==> config.mk <==
export PLATFORM = sky130hd
export DESIGN_NAME = spi_xfer_arb
export DESIGN_NICKNAME = d
export VERILOG_FILES = /design/src/rtl/spi_arb_pkg.sv /design/src/rtl/rr_arbiter.sv /design/src/rtl/spi_xfer_arb.sv
export SDC_FILE = /design/constraint.sdc
export NUM_CORES = 1
export LEC_CHECK = 0
export CORE_AREA = 5 5 131 133
export CTS_CLUSTER_SIZE = 25
export DETAILED_ROUTE_END_ITERATION = 10
export DIE_AREA = 0 0 136 138
export PLACE_DENSITY = 0.68
export SYNTH_ARGS = -nofsm -noshare
export SYNTH_HDL_FRONTEND = slang
export SYNTH_SLANG_ARGS = --single-unit
==> constraint.sdc <==
create_clock -name clk_i -period 11 [get_ports clk_i]
set_input_delay 3.3 -clock clk_i [delete_from_list [all_inputs] [get_ports clk_i]]
set_output_delay 3.3 -clock clk_i [all_outputs]
set_load 0.05 [all_outputs]
==> src/rtl/spi_arb_pkg.sv <==
// Shared types and default widths for the SPI transfer arbiter.
package spi_arb_pkg;

  localparam int unsigned DEF_NUM_REQ    = 4;
  localparam int unsigned DEF_DATA_WIDTH = 32;
  localparam int unsigned DEF_CNT_WIDTH  = 8;
  localparam int unsigned DEF_NSS_NUM    = 4;

  typedef enum logic [1:0] {
    ST_IDLE  = 2'd0,
    ST_START = 2'd1,
    ST_XFER  = 2'd2,
    ST_DRAIN = 2'd3
  } state_e;

endpackage

==> src/rtl/rr_arbiter.sv <==
// Combinational round-robin pick: first asserted request at or after ptr, wrapping.
module rr_arbiter #(
  parameter int unsigned NUM_REQ     = 4,
  parameter int unsigned LOG_NUM_REQ = $clog2(NUM_REQ)
) (
  input  logic [NUM_REQ-1:0]     req,
  input  logic [LOG_NUM_REQ-1:0] ptr,
  output logic [NUM_REQ-1:0]     gnt,
  output logic [LOG_NUM_REQ-1:0] idx,
  output logic                   valid
);

  logic [LOG_NUM_REQ-1:0] cand;

  always_comb begin
    gnt   = '0;
    idx   = '0;
    valid = 1'b0;
    cand  = '0;
    for (int unsigned i = 0; i < NUM_REQ; i++) begin
      cand = LOG_NUM_REQ'((32'(ptr) + i) % NUM_REQ);
      if (!valid && req[cand]) begin
        valid     = 1'b1;
        idx       = cand;
        gnt[cand] = 1'b1;
      end
    end
  end

endmodule

==> src/rtl/spi_xfer_arb.sv <==
// Round-robin scheduler sharing one SPI transfer engine among NUM_REQ requesters.
module spi_xfer_arb
  import spi_arb_pkg::*;
#(
  parameter int unsigned NUM_REQ     = DEF_NUM_REQ,
  parameter int unsigned LOG_NUM_REQ = $clog2(NUM_REQ),
  parameter int unsigned DATA_WIDTH  = DEF_DATA_WIDTH,
  parameter int unsigned CNT_WIDTH   = DEF_CNT_WIDTH,
  parameter int unsigned NSS_NUM     = DEF_NSS_NUM
) (
  input  logic                            clk_i,
  input  logic                            rst_i,
  input  logic [NUM_REQ-1:0]              req_valid_i,
  output logic [NUM_REQ-1:0]              req_ready_o,
  input  logic [NUM_REQ*NSS_NUM-1:0]      req_nss_i,
  input  logic [NUM_REQ*CNT_WIDTH-1:0]    req_txcnt_i,
  input  logic [NUM_REQ*CNT_WIDTH-1:0]    req_rxcnt_i,
  input  logic [NUM_REQ-1:0]              tx_valid_i,
  output logic [NUM_REQ-1:0]              tx_ready_o,
  input  logic [NUM_REQ*DATA_WIDTH-1:0]   tx_data_i,
  output logic [NUM_REQ-1:0]              rx_valid_o,
  input  logic [NUM_REQ-1:0]              rx_ready_i,
  output logic [DATA_WIDTH-1:0]           rx_data_o,
  output logic                            core_start_o,
  output logic [NSS_NUM-1:0]              core_nss_o,
  output logic                            core_tx_valid_o,
  input  logic                            core_tx_ready_i,
  output logic [DATA_WIDTH-1:0]           core_tx_data_o,
  input  logic                            core_rx_valid_i,
  output logic                            core_rx_ready_o,
  input  logic [DATA_WIDTH-1:0]           core_rx_data_i,
  input  logic                            core_done_i,
  output logic [LOG_NUM_REQ-1:0]          gnt_idx_o,
  output logic                            busy_o
);

  state_e                 state_q, state_d;
  logic [LOG_NUM_REQ-1:0] gnt_q, gnt_d;
  logic [LOG_NUM_REQ-1:0] rr_ptr_q, rr_ptr_d;
  logic [CNT_WIDTH-1:0]   tx_left_q, tx_left_d;
  logic [CNT_WIDTH-1:0]   rx_left_q, rx_left_d;
  logic [NSS_NUM-1:0]     nss_q, nss_d;

  logic [NUM_REQ-1:0]     arb_gnt;
  logic [LOG_NUM_REQ-1:0] arb_idx;
  logic                   arb_valid;
  logic [CNT_WIDTH-1:0]   arb_txcnt;
  logic [CNT_WIDTH-1:0]   arb_rxcnt;

  rr_arbiter #(
    .NUM_REQ     (NUM_REQ),
    .LOG_NUM_REQ (LOG_NUM_REQ)
  ) u_rr_arbiter (
    .req   (req_valid_i),
    .ptr   (rr_ptr_q),
    .gnt   (arb_gnt),
    .idx   (arb_idx),
    .valid (arb_valid)
  );

  assign arb_txcnt = req_txcnt_i[32'(arb_idx)*CNT_WIDTH +: CNT_WIDTH];
  assign arb_rxcnt = req_rxcnt_i[32'(arb_idx)*CNT_WIDTH +: CNT_WIDTH];

  // State and datapath registers
  always_ff @(posedge clk_i) begin
    if (rst_i) begin
      state_q   <= ST_IDLE;
      gnt_q     <= '0;
      rr_ptr_q  <= '0;
      tx_left_q <= '0;
      rx_left_q <= '0;
      nss_q     <= '0;
    end else begin
      state_q   <= state_d;
      gnt_q     <= gnt_d;
      rr_ptr_q  <= rr_ptr_d;
      tx_left_q <= tx_left_d;
      rx_left_q <= rx_left_d;
      nss_q     <= nss_d;
    end
  end

  // Next-state, counters and word-stream steering
  always_comb begin
    state_d         = state_q;
    gnt_d           = gnt_q;
    rr_ptr_d        = rr_ptr_q;
    tx_left_d       = tx_left_q;
    rx_left_d       = rx_left_q;
    nss_d           = nss_q;
    req_ready_o     = '0;
    tx_ready_o      = '0;
    rx_valid_o      = '0;
    rx_data_o       = '0;
    core_tx_valid_o = 1'b0;
    core_tx_data_o  = '0;
    core_rx_ready_o = 1'b0;

    case (state_q)
      ST_IDLE: begin
        nss_d = '0;
        if (arb_valid) begin
          req_ready_o = arb_gnt;
          gnt_d       = arb_idx;
          tx_left_d   = arb_txcnt;
          rx_left_d   = arb_rxcnt;
          rr_ptr_d    = (arb_idx == LOG_NUM_REQ'(NUM_REQ - 1)) ? '0 : arb_idx + 1'b1;
          // Zero-length descriptors are consumed without touching the engine
          if (arb_txcnt != '0 || arb_rxcnt != '0) begin
            nss_d   = req_nss_i[32'(arb_idx)*NSS_NUM +: NSS_NUM];
            state_d = ST_START;
          end
        end
      end

      ST_START: begin
        state_d = ST_XFER;
      end

      ST_XFER: begin
        if (tx_left_q != '0) begin
          core_tx_valid_o   = tx_valid_i[gnt_q];
          core_tx_data_o    = tx_data_i[32'(gnt_q)*DATA_WIDTH +: DATA_WIDTH];
          tx_ready_o[gnt_q] = core_tx_ready_i;
          if (tx_valid_i[gnt_q] && core_tx_ready_i) begin
            tx_left_d = tx_left_q - 1'b1;
          end
        end
        if (rx_left_q != '0) begin
          rx_valid_o[gnt_q] = core_rx_valid_i;
          rx_data_o         = core_rx_data_i;
          core_rx_ready_o   = rx_ready_i[gnt_q];
          if (core_rx_valid_i && rx_ready_i[gnt_q]) begin
            rx_left_d = rx_left_q - 1'b1;
          end
        end else begin
          core_rx_ready_o = 1'b1;
        end
        // Done with words still outstanding truncates the transaction
        if (core_done_i) begin
          state_d   = ST_IDLE;
          tx_left_d = '0;
          rx_left_d = '0;
          nss_d     = '0;
        end else if (tx_left_d == '0 && rx_left_d == '0) begin
          state_d = ST_DRAIN;
        end
      end

      ST_DRAIN: begin
        core_rx_ready_o = 1'b1;
        if (core_done_i) begin
          state_d = ST_IDLE;
          nss_d   = '0;
        end
      end

      default: begin
        state_d = ST_IDLE;
        nss_d   = '0;
      end
    endcase
  end

  assign core_start_o = (state_q == ST_START);
  assign core_nss_o   = nss_q;
  assign gnt_idx_o    = gnt_q;
  assign busy_o       = (state_q != ST_IDLE);

endmodule

==> After elaboration in Yosys (flattened, before gate mapping) <==
Index checks and enable logic that the tools add are counted.
{ "totals": {"register_bits": 26, "latchBits": 0, "ram_bits": 0, "rom_bits": 0, "out_inout_bits": 86, "word_cells": 141, "n_memories": 0} }
{ "classes": {"add_sub_neg": 6, "n_mul": 0, "div_mod_pow": 0, "order_cmp": 10, "eq_ne": 9, "n_shift": 4, "muxes": 71, "n_bitwise": 5, "n_reduce_logical": 30} }
{ "ops": {"columns": ["op", "count"], "rows": [
  ["$mux 32", 4],
  ["$shiftx 128x8->32", 1],
  ["$mux 8", 10],
  ["$shiftx 32x6->8", 2],
  ["$mux 4", 13],
  ["$pmux 8 s2", 2],
  ["$reduce_bool 8->1", 4],
  ["$mux 2", 10],
  ["$mux 1", 18],
  ["$logic_not 8->1", 2],
  ["$shiftx 16x5->4", 1],
  ["$sub 8x1->8 const B", 2],
  ["$lt 2x3->1 const B", 5],
  ["$bmux 1 s2", 6],
  ["$or 4x4->4", 3],
  ["$logic_and 1x1->1", 11],
  ["$demux 1 s2", 5],
  ["$ge 2x1->1 const B", 5],
  ["$and 4x4->4", 2],
  ["$pmux 2 s4", 1],
  ["$pmux 4 s2", 1],
  ["$eq 2x2->1 const B", 3],
  ["$ne 2x2->1 const B", 3],
  ["$reduce_and 2->1", 3],
  ["12 further kinds", 18]
]} }

==> Longest topological paths before layout <==
Gate-level depths: netlist of run 1.
{ "logic_depth": {"word_depth": 18, "ltp_mapped": 15, "depth_no_buf": 11} }

==> Cells and area by module <==
From an unflattened synthesis of run 1, not the netlist that was laid out.
{ "hier_totals": {"hier_cells": 464, "area_unflattened_um2": 4085.2} }
{ "by_module_without_submodules": {"columns": ["mod", "instances", "cells_each", "area_per_inst_um2", "seq_area_each_um2"], "rows": [
  ["spi_xfer_arb", 1, 419, 3663.5, 520.5],
  ["rr_arbiter", 1, 45, 421.7, 0.0]
]} }

==> Worst setup path after synthesis of run 1 <==
No wires, ideal clock.
{ "synth_timing": {"kind": "input to output", "start": "input port req_valid_i[2]", "end": "output port req_ready_o[0]", "t_arrival_ps": 5091, "t_required_ps": 7700, "slack_ps": 2609, "stages": 7, "cell_sequence": "buf_2 -> mux4_2 -> nor2b_4 -> a22oi_1 -> nor2_1 -> a221oi_1 -> nor2_1"} }
{ "synth_via": {"elab_chain_cells": 14} }
{ "synth_lines": {"columns": ["item", "line", "source"], "rows": [
  ["start: declaration", "spi_xfer_arb.sv:13", "input logic [NUM_REQ-1:0] req_valid_i,"],
  ["$bmux 1 s2", "rr_arbiter.sv:22", "if (!valid && req[cand]) begin"],
  ["$mux 1 (implied by the code)", "rr_arbiter.sv:22", null],
  ["$mux 1", "rr_arbiter.sv:22", null],
  ["$logic_not 1->1", "rr_arbiter.sv:22", null],
  ["$logic_and 1x1->1", "rr_arbiter.sv:22", null],
  ["$mux 1", "rr_arbiter.sv:22", null],
  ["$logic_not 1->1", "rr_arbiter.sv:22", null],
  ["$logic_and 1x1->1", "rr_arbiter.sv:22", null],
  ["$mux 1", "rr_arbiter.sv:22", null],
  ["$logic_not 1->1", "rr_arbiter.sv:22", null],
  ["$logic_and 1x1->1", "rr_arbiter.sv:22", null],
  ["$mux 4 / $mux 1 (equally long branches)", "rr_arbiter.sv:22", null],
  ["$mux 4 (*)", "spi_xfer_arb.sv:102", "if (arb_valid) begin"],
  ["$mux 4 (*)", "spi_xfer_arb.sv:99", "case (state_q)"],
  ["end: declaration", "spi_xfer_arb.sv:14", "output logic [NUM_REQ-1:0] req_ready_o,"]
]} }
Every way passes the cells marked *; elsewhere a longest branch is shown, timed or not. The select of a mux whose other input is x is not followed.

==> Worst setup path after layout of run 1 <==
{ "layout_timing": {"start": "input port req_valid_i[2]", "end": "output port req_ready_o[1]"} }
The elaborated chain is that of the path after synthesis.

==> results of run 1 <==
cells in the mapped netlist, types with 2 or more instances:
library cell	instances
nor2_1	58
nand2_1	43
mux4_2	37
nor2b_1	35
and2_1	33
clkbuf_1	29
dfxtp_1	26
o21ai_0	24
mux2i_1	22
a21oi_1	14
a211oi_1	13
ha_1	12
inv_1	12
nor3_1	12
nand3_1	11
mux2_2	10
mux4_1	7
buf_1	6
o31ai_1	5
a221oi_1	4
a22oi_1	4
nor3b_1	4
nor4b_1	4
o21a_1	4
a21o_1	3
buf_2	3
buf_6	3
nand4_1	3
nor4_1	3
o31a_1	3
or2_2	3
or3_1	3
xnor2_1	3
a31oi_1	2
a32oi_1	2
and3_1	2
and3b_1	2
mux2_1	2
o211ai_1	2
o22ai_1	2
xor2_1	2
power by group:
part           internal [W]  leakage [nW]   total, W  switching, W
sequential         0.000128         0.216   0.000191     0.0000628
clock             0.0000557        0.0442  0.0000896     0.0000338
combinational      0.000476          2.57    0.00102      0.000545
total              0.000660          2.83    0.00130      0.000641
stage by stage:
step	hold slack, ps	std cells	setup WS, ps
after floorplan	478	498	2610
after global placement	434	1017	1780
after detailed placement	452	1017	1750
after CTS	463	1021	1750
after global routing	477	1022	1590
final	457	1022	1700
layout make-up:
cell class	instances	area, sq um	share of cell area, %
timing repair buffer	346	3450	44.2
multi-input combinational	416	3420	43.8
sequential	26	523	6.70
tap	216	270	3.46
clock buffer	4	88.8	1.14
inverter	13	48.8	0.625
antenna	1	2.50	0.0321
state kept, by name (all words and copies together) (netlist names):
register / cells
core_nss_o: 4
gnt_idx_o: 2
rr_ptr_q: 2
rx_left_q: 8
state_q: 2
tx_left_q: 8
logic make-up after synthesis:
logic type | after synthesis
muxes | 78
adders and majority gates | 12
and+or+nand+nor | 229
xor gates and xnor gates | 5
buffers and inverters | 56
DFF | 26
AOI/OAI and AO/OA | 92
worst min-delay path by stage:
stage | start | to | cells past startpoint
4_1_cts | core_nss_o[0] | core_nss_o[0] | 2
6_report | core_nss_o[0] | core_nss_o[0] | 2
3_3_place_gp | core_nss_o[1] | core_nss_o[1] | 2
3_5_place_dp | core_nss_o[0] | core_nss_o[0] | 2
2_1_floorplan | tx_left_q[1] | tx_left_q[1] | 2
5_1_grt | core_nss_o[0] | core_nss_o[0] | 2
critical path: cells and delay by family:
kind | cells | cell delay (ps)
AOI/OAI and AO/OA | 2 | 170
and+or+nand+nor | 3 | 480
muxes | 1 | 650
buffers and inverters | 2 | 1410
layer usage:
layer  wire, microns  share of wire [%]  vias up
met5              34               0.16        -
met4             254                1.2        4
met3            1790                8.7       18
met2           10600                 52      227
met1            7900                 38     2372
li1                -                  -     2457
==> results_dict.tcl, run 1 <==
set metrics [dict create \
    fin_nets 1075 \
    power_density_mw_per_mm2 167 \
    path_class "input pin to output pin" \
    critPathLaunchType "input pin" \
    reg2reg_to "state_q[0]" \
    grt_usage_pct 20.2 \
    synth.avg_cell_area_sq_um 8.39 \
    cts_setup_buffers 0 \
    cp-startpoint "req_valid_i[2]" \
    htreeDepth 1 \
    skew_ps 3.94 \
    critPathCaptureType "output pin" \
    cts_root_buffer "clkbuf_16" \
    hold_path.class "flop to flop" \
    die_area_sq_mm 0.0188 \
    io_buffers 342 \
    synth_top_area_share_pct 20.0 \
    cp-endpoint "req_ready_o[1]" \
    use_met2_pct 37.2 \
    final.setup.tns_ps 0 \
    slew_headroom_pct 28.7 \
    clk_pin_slew_ps 60 \
    r2r_slack_ps 5760 \
    yosys_warnings 0 \
    r2r_cells 11 \
    syn_to_final_growth_pct 86.9 \
    p_leak_nw 2.83 \
    synth.distinct_cells 67 \
    status "finished clean" \
    drt-initial-drc-count 334 \
    cp.required_ps 7700 \
    die_w_microns 136 \
    layout_commonest_cell "clkdlybuf4s50_1" \
    cts.sinks 26 \
    yosysTopAreaCell "mux4_2" \
    fin_crit_sh_pct 84.6 \
    holdBufCountCts 0 \
    cts_tree "yes" \
    fin_crit_ps 9300 \
    finalHoldViolations 0 \
    cts_resized 0 \
    synthTopCellsByArea "mux4_2 20%, dfxtp_1 12%, mux2i_1 5.3%" \
    cpMaxStageDelayCell "clkdlybuf4s50_1" \
    finalWeightedCongestion 0.861 \
    use_met1_pct 24.0 \
    synth_seq_cells 26 \
    ir_worst_vdd_mv 0.114 \
    synth_top_family_by_area "multiplexers" \
    synth_mux_area_share_pct 32.9 \
    slew_viol_final 0 \
    synth_edf_count 0 \
    clock_latency_ps 260 \
    routed_wl_microns 20600 \
    synthAdderAreaFrac_pct 3.59 \
    setup-violations-final 0 \
    die-height_microns 138 \
    coreArea_sq_mm 0.0157 \
    busiest_layer "met2" \
    grt_first_pass_wirelength_microns 29700 \
    syn_nets 767 \
    path_cells "clkdlybuf4s50_1, mux4_2, nor2b_4, a22oi_1, nor2_1, a221oi_1, nor2_1, clkdlybuf4s50_1" \
    synthXorXnorAreaFrac_pct 1.05 \
    postRouteAntennaNets 0 \
    syn_inst 498 \
    drive_gt1_share_pct 9.32 \
    worstPathArrival_ps 6000 \
    drv_cap 0 \
    place_area_sq_mm 0.00772 \
    total_power_w 0.00130 \
    wire_per_inst_microns 20.2 \
    r2r-start "rr_ptr_q[0]" \
    worst_pin_slew_ps 1070 \
    synth-seq-area-share_pct 12.5 \
    cts_inserted_buffers 3 \
    async_reset_ff_share_pct 0 \
    syn-cell-area_sq_mm 0.00418 \
    initial_core_util_pct 26.6 \
    synth-simple-area-share_pct 29.2 \
    grt_antenna_before_repair 3 \
    grt_overflow 0 \
    cp_max_fo 10 \
    rsz0062_at_grt "no" \
    final_cell_mix "342 x clkdlybuf4s50_1, 58 x nor2_1, 43 x nand2_1" \
    fmax_mhz 108 \
    vias 5078 \
    num-fill-cells 1514 \
    grt_max_degree 44 \
    critPathMaxStageDelay_ps 840 \
    cts_buffer_depth 2 \
    design.portCount 343 \
    drtPass1Iterations 5 \
    synth_ff_type "dfxtp_1" \
    grt_pass1_vias 4871 \
    synth_compound_area_share_pct 14.9 \
    drc_errors 0 \
    routed_via_density 4.97 \
    dp_hpwl_microns 17300 \
    final_area_sq_mm 0.00781 \
    num_rows 46 \
    final_util_pct 49.7 \
    grt_use_met3_pct 4.50 \
]
(Power assumes the default switching activity.)
==> inputs of run 2 (changes only) <==
Settings changed: CORE_AREA 5 5 131 133 to 5 5 132 134, DIE_AREA 0 0 136 138 to 0 0 137 139, PLACE_DENSITY 0.68 to 0.7.
Clock period 11 ns to 8.39 ns, I/O delays scaled along.
==> run 2 against run 1 <==
  * Total power rose by 31%
  * Design area increased by 0.13%
  * First-iteration DRC count is 25% lower
  * Global-route usage fell by 0.25 points
  * Register-to-register slack lost 2600 ps
  * Core utilization decreased by 1.3 points
  * Largest power group unchanged
==> results_dict.tcl, run 2 (synthesis gave the netlist of run 1 again) <==
set metrics [dict create \
    rsz0062_at_grt "no" \
    setup-violations-final 0 \
    grt_usage_pct 19.9 \
    grt_use_met3_pct 4.75 \
    cts_buffer_depth 2 \
    cts_tree "yes" \
    drv_cap 0 \
    drc_errors 0 \
    diodes 0 \
    p_switching_w 0.000840 \
    clock_latency_ps 260 \
    holdBufCountCts 0 \
    grt_antenna_before_repair 4 \
    use_met1_pct 25.0 \
    cts_root_buffer "clkbuf_16" \
    fmax_mhz 131 \
    coreArea_sq_mm 0.0162 \
    design.portCount 343 \
    dp_hpwl_microns 16800 \
    final.setup.tns_ps 0 \
    cts.sinks 26 \
    finalWeightedCongestion 0.954 \
    finalHoldViolations 0 \
    fin_crit_sh_pct 91.2 \
    htreeDepth 1 \
    drtPass1Iterations 5 \
    layout_commonest_cell "clkdlybuf4s50_1" \
    drive_gt1_share_pct 9.43 \
    die_area_sq_mm 0.0190 \
    pwr-share-comb_pct 77.2 \
    grt_pass1_vias 5006 \
    skew_ps 4.95 \
    slew_viol_final 0 \
    grt_max_degree 44 \
    status "finished clean" \
    clockPowerShare_pct 6.8 \
    use_met2_pct 34.5 \
    p_leak_nw 2.84 \
    wire_per_inst_microns 19.7 \
    slew_headroom_pct 31.1 \
    final_util_pct 48.3 \
    io_buffers 342 \
    grt_overflow 0 \
    num-fill-cells 1534 \
    syn_to_final_growth_pct 87.2 \
    initial_core_util_pct 25.8 \
    cts_resized 0 \
    clk_pin_slew_ps 70 \
    postRouteAntennaNets 0 \
    ir_worst_vdd_mv 0.161 \
    busiest_layer "met2" \
    routed_wl_microns 20200 \
    critPathLaunchType "input pin" \
    power_density_mw_per_mm2 218 \
    cts_inserted_buffers 3 \
    timing.hold.ws_ps 456 \
    routed_via_density 4.97 \
    internal_power_w 0.000866 \
    path_class "input pin to output pin" \
    drt-initial-drc-count 252 \
    final_cell_mix "342 x clkdlybuf4s50_1, 58 x nor2_1, 43 x nand2_1" \
    num_rows 47 \
    total_power_w 0.00171 \
    p_seq_share_pct 16.0 \
    vias 5101 \
    cp.required_ps 5870 \
    swShare_pct 49.2 \
    critPathCaptureType "output pin" \
    fin_nets 1076 \
    die_w_microns 137 \
    worst_pin_slew_ps 1030 \
    worstPathArrival_ps 5130 \
    fin_crit_ps 7650 \
    die-height_microns 139 \
    cts_setup_buffers 0 \
    grt_first_pass_wirelength_microns 29700 \
    cp_max_fo 10 \
    hold_path.class "flop to flop" \
]
[run 2: cell count changes in the layout (fill, tap and decap cells not counted), sizes merged]
cell   previous run  this run
buf               4         5
diode             1         0
[run 2: final timing paths]
| check | from | endpoint | slack [ps] | cells after the start |
|---|---|---|---|---|
| max reg2reg | rr_ptr_q[0] | state_q[0] | 3150 | 11 |
| min | core_nss_o[3] | core_nss_o[3] | 460 | 2 |
| min reg2reg | core_nss_o[3] | core_nss_o[3] | 460 | 2 |
| max | req_valid_i[1] | req_ready_o[0] | 740 | 8 |
[run 2: power groups by stage]
| stage | clock (W) | sequential [W] | combinational (W) |
|---|---|---|---|
| 6_report | 0.000116 | 0.000273 | 0.00132 |
| 5_1_grt | 0.000124 | 0.000290 | 0.00143 |
| 4_1_cts | 0.000120 | 0.000276 | 0.00132 |
| 3_5_place_dp | 0 | 0.000278 | 0.00132 |
| 3_3_place_gp | 0 | 0.000275 | 0.00131 |
| 2_1_floorplan | 0 | 0.000239 | 0.000964 |
[run 2: layout make-up]
type / count / area, sq um / share of cell area (%)
multi-input cells: 416 / 3420 / 43.8
inverters: 13 / 48.8 / 0.624
well taps: 220 / 275 / 3.52
repair buffers: 347 / 3460 / 44.3
flip-flops and latches: 26 / 523 / 6.69
clock buffers: 4 / 88.8 / 1.14
[run 2: through the flow]
stage,std cells,setup slack (ps),cell area (sq um)
3_5_place_dp,1022,759,7730
4_1_cts,1026,751,7820
2_1_floorplan,498,1570,4180
6_report,1026,738,7820
5_1_grt,1026,535,7820
3_3_place_gp,1022,769,7730
[run 2: routing by layer]
metal  routed length [microns]  part of all wire, %
met1                      8010                   40
met2                      9920                   49
met3                      1890                  9.3
met4                       373                  1.8
met5                        54                 0.27
[run 2: critical path: stages]
cell and delay (ps):
clkdlybuf4s50_1 560, mux4_2 630, nor2b_4 210, a22oi_1 80, nor2_1 110, a221oi_1 70, nor2_1 140, clkdlybuf4s50_1 820
==> inputs of run 3 (changes only) <==
Settings changed: MAX_ROUTING_LAYER from default to met4, SKIP_LAST_GASP from default to 1.
==> run 3 against run 2 <==
  * Fmax is 0.92% lower
  * Register-to-register slack worse by 40 ps
  * Clock-buffer cell count is 1 lower
  * Design area hardly changed
  * Sequential share of layout area hardly changed
  * Critical path type unchanged
  * Critical path depth stayed put
  * Clock power is 8% lower
  * Non-clock buffer count is 1 higher
==> results_dict.tcl, run 3 (synthesis gave the netlist of run 1 again) <==
set metrics [dict create \
    status "finished clean" \
    slew_headroom_pct 37.7 \
    r2r-start "rr_ptr_q[0]" \
    postRouteAntennaNets 0 \
    fin_crit_sh_pct 92.0 \
    drt-initial-drc-count 311 \
    fmax_mhz 129 \
    min_to "core_nss_o[1]" \
    min-delay-start "core_nss_o[1]" \
    num_rows 47 \
    drtPass1Iterations 4 \
    clock_latency_ps 260 \
    multiInputGateArea_sq_mm 0.00342 \
    cp_max_fo 10 \
    routed_wl_microns 20300 \
    r2r_slack_ps 3110 \
    cts_inserted_buffers 3 \
    r2r_cells 11 \
    cts_root_buffer "clkbuf_16" \
    rsz0062_at_grt "no" \
    holdBufCountCts 0 \
    cts_buffer_depth 2 \
    wire_per_inst_microns 19.7 \
    grt_overflow 0 \
    drive_gt1_share_pct 9.43 \
    syn_to_final_growth_pct 87.3 \
    final_cell_mix "342 x clkdlybuf4s50_1, 58 x nor2_1, 43 x nand2_1" \
    grt_pass1_vias 5039 \
    ir_worst_vdd_mv 0.139 \
    coreArea_sq_mm 0.0162 \
    worst_pin_slew_ps 931 \
    worstPathArrival_ps 5210 \
    fin_crit_ps 7720 \
    die_area_sq_mm 0.0190 \
    critPathLaunchType "input pin" \
    setup-violations-final 0 \
    finalWeightedCongestion 0.949 \
    clk_pin_slew_ps 70 \
    reg2reg_to "state_q[0]" \
    fin_nets 1077 \
    final.setup.tns_ps 0 \
    hold_path.class "flop to flop" \
    htreeDepth 1 \
    drc_errors 0 \
    total_power_w 0.00170 \
    grt_antenna_before_repair 3 \
    layout_commonest_cell "clkdlybuf4s50_1" \
    slew_viol_final 0 \
    cts.sinks 26 \
    seqCellArea_sq_um 523 \
    cts_resized 0 \
    die_w_microns 137 \
    finalHoldViolations 0 \
    critPathCaptureType "output pin" \
    io_buffers 342 \
    dp_hpwl_microns 17100 \
    grt_usage_pct 20.5 \
    stdcell_count 1030 \
    vias 5058 \
    drv_cap 0 \
    skew_ps 3.93 \
    num-fill-cells 1519 \
    grt_max_degree 35 \
    cts_tree "yes" \
    power_density_mw_per_mm2 217 \
    dp_cells 1023 \
    cp.required_ps 5870 \
    p_leak_nw 2.84 \
    final_util_pct 48.4 \
    place_area_sq_mm 0.00774 \
    routed_via_density 4.91 \
    initial_core_util_pct 25.8 \
    design.portCount 343 \
    worstHoldPathCells 2 \
    final_area_sq_mm 0.00782 \
    cts_setup_buffers 0 \
    path_class "input pin to output pin" \
    grt_first_pass_wirelength_microns 29700 \
    cp-startpoint "req_valid_i[2]" \
    die-height_microns 139 \
]
-- run 3: cell count changes in the layout (fill, tap and decap cells not counted), sizes merged --
cell / previous run / this run
buf: 5 / 6
clkbuf: 4 / 3
diode: 0 / 4
-- run 3: power by group --
part | switching, W | leakage (nW) | internal [W] | total (W)
clock network | 0.0000439 | 0.0370 | 0.0000632 | 0.000107
logic | 0.000705 | 2.58 | 0.000626 | 0.00133
registers | 0.0000898 | 0.216 | 0.000168 | 0.000257
-- run 3: stage by stage --
| step | setup slack [ps] | hold slack (ps) |
|---|---|---|
| 3_3_place_gp | 766 | 434 |
| 5_1_grt | 527 | 470 |
| 6_report | 667 | 454 |
| 3_5_place_dp | 704 | 441 |
| 4_1_cts | 702 | 454 |
| 2_1_floorplan | 1570 | 478 |
-- run 3: worst max-delay path by stage --
| stage | cells past startpoint | endpoint |
|---|---|---|
| 3_3_place_gp | 8 | req_ready_o[2] |
| 2_1_floorplan | 7 | req_ready_o[0] |
| 4_1_cts | 8 | req_ready_o[2] |
| 3_5_place_dp | 8 | req_ready_o[3] |
| 6_report | 8 | req_ready_o[2] |
| 5_1_grt | 8 | req_ready_o[2] |
-- run 3: final cells by class --
class                   instances  area share (%)
flip-flops and latches         26            6.69
clock buffers                   3           0.960
repair buffers                348            44.3
multi-input cells             416            43.7
diodes                          4           0.128
well taps                     220            3.52
inverters                      13           0.624
-- run 3: critical path, cell delays in order --
cell and delay [ps]:
clkdlybuf4s50_1 550, mux4_2 650, nor2b_4 230, a22oi_1 90
nor2_1 110, a221oi_1 70, nor2_1 160, clkdlybuf4s50_1 830
-- run 3: layer usage --
| metal | GRT usage (%) | wire [microns] | up-vias |
|---|---|---|---|
| met4 | 5.30 | 522 | 0 |
| met2 | 34.7 | 9870 | 231 |
| li1 | - | - | 2467 |
| met5 | - | 0 | - |
| met3 | 4.17 | 1790 | 29 |
| met1 | 24.8 | 8100 | 2331 |
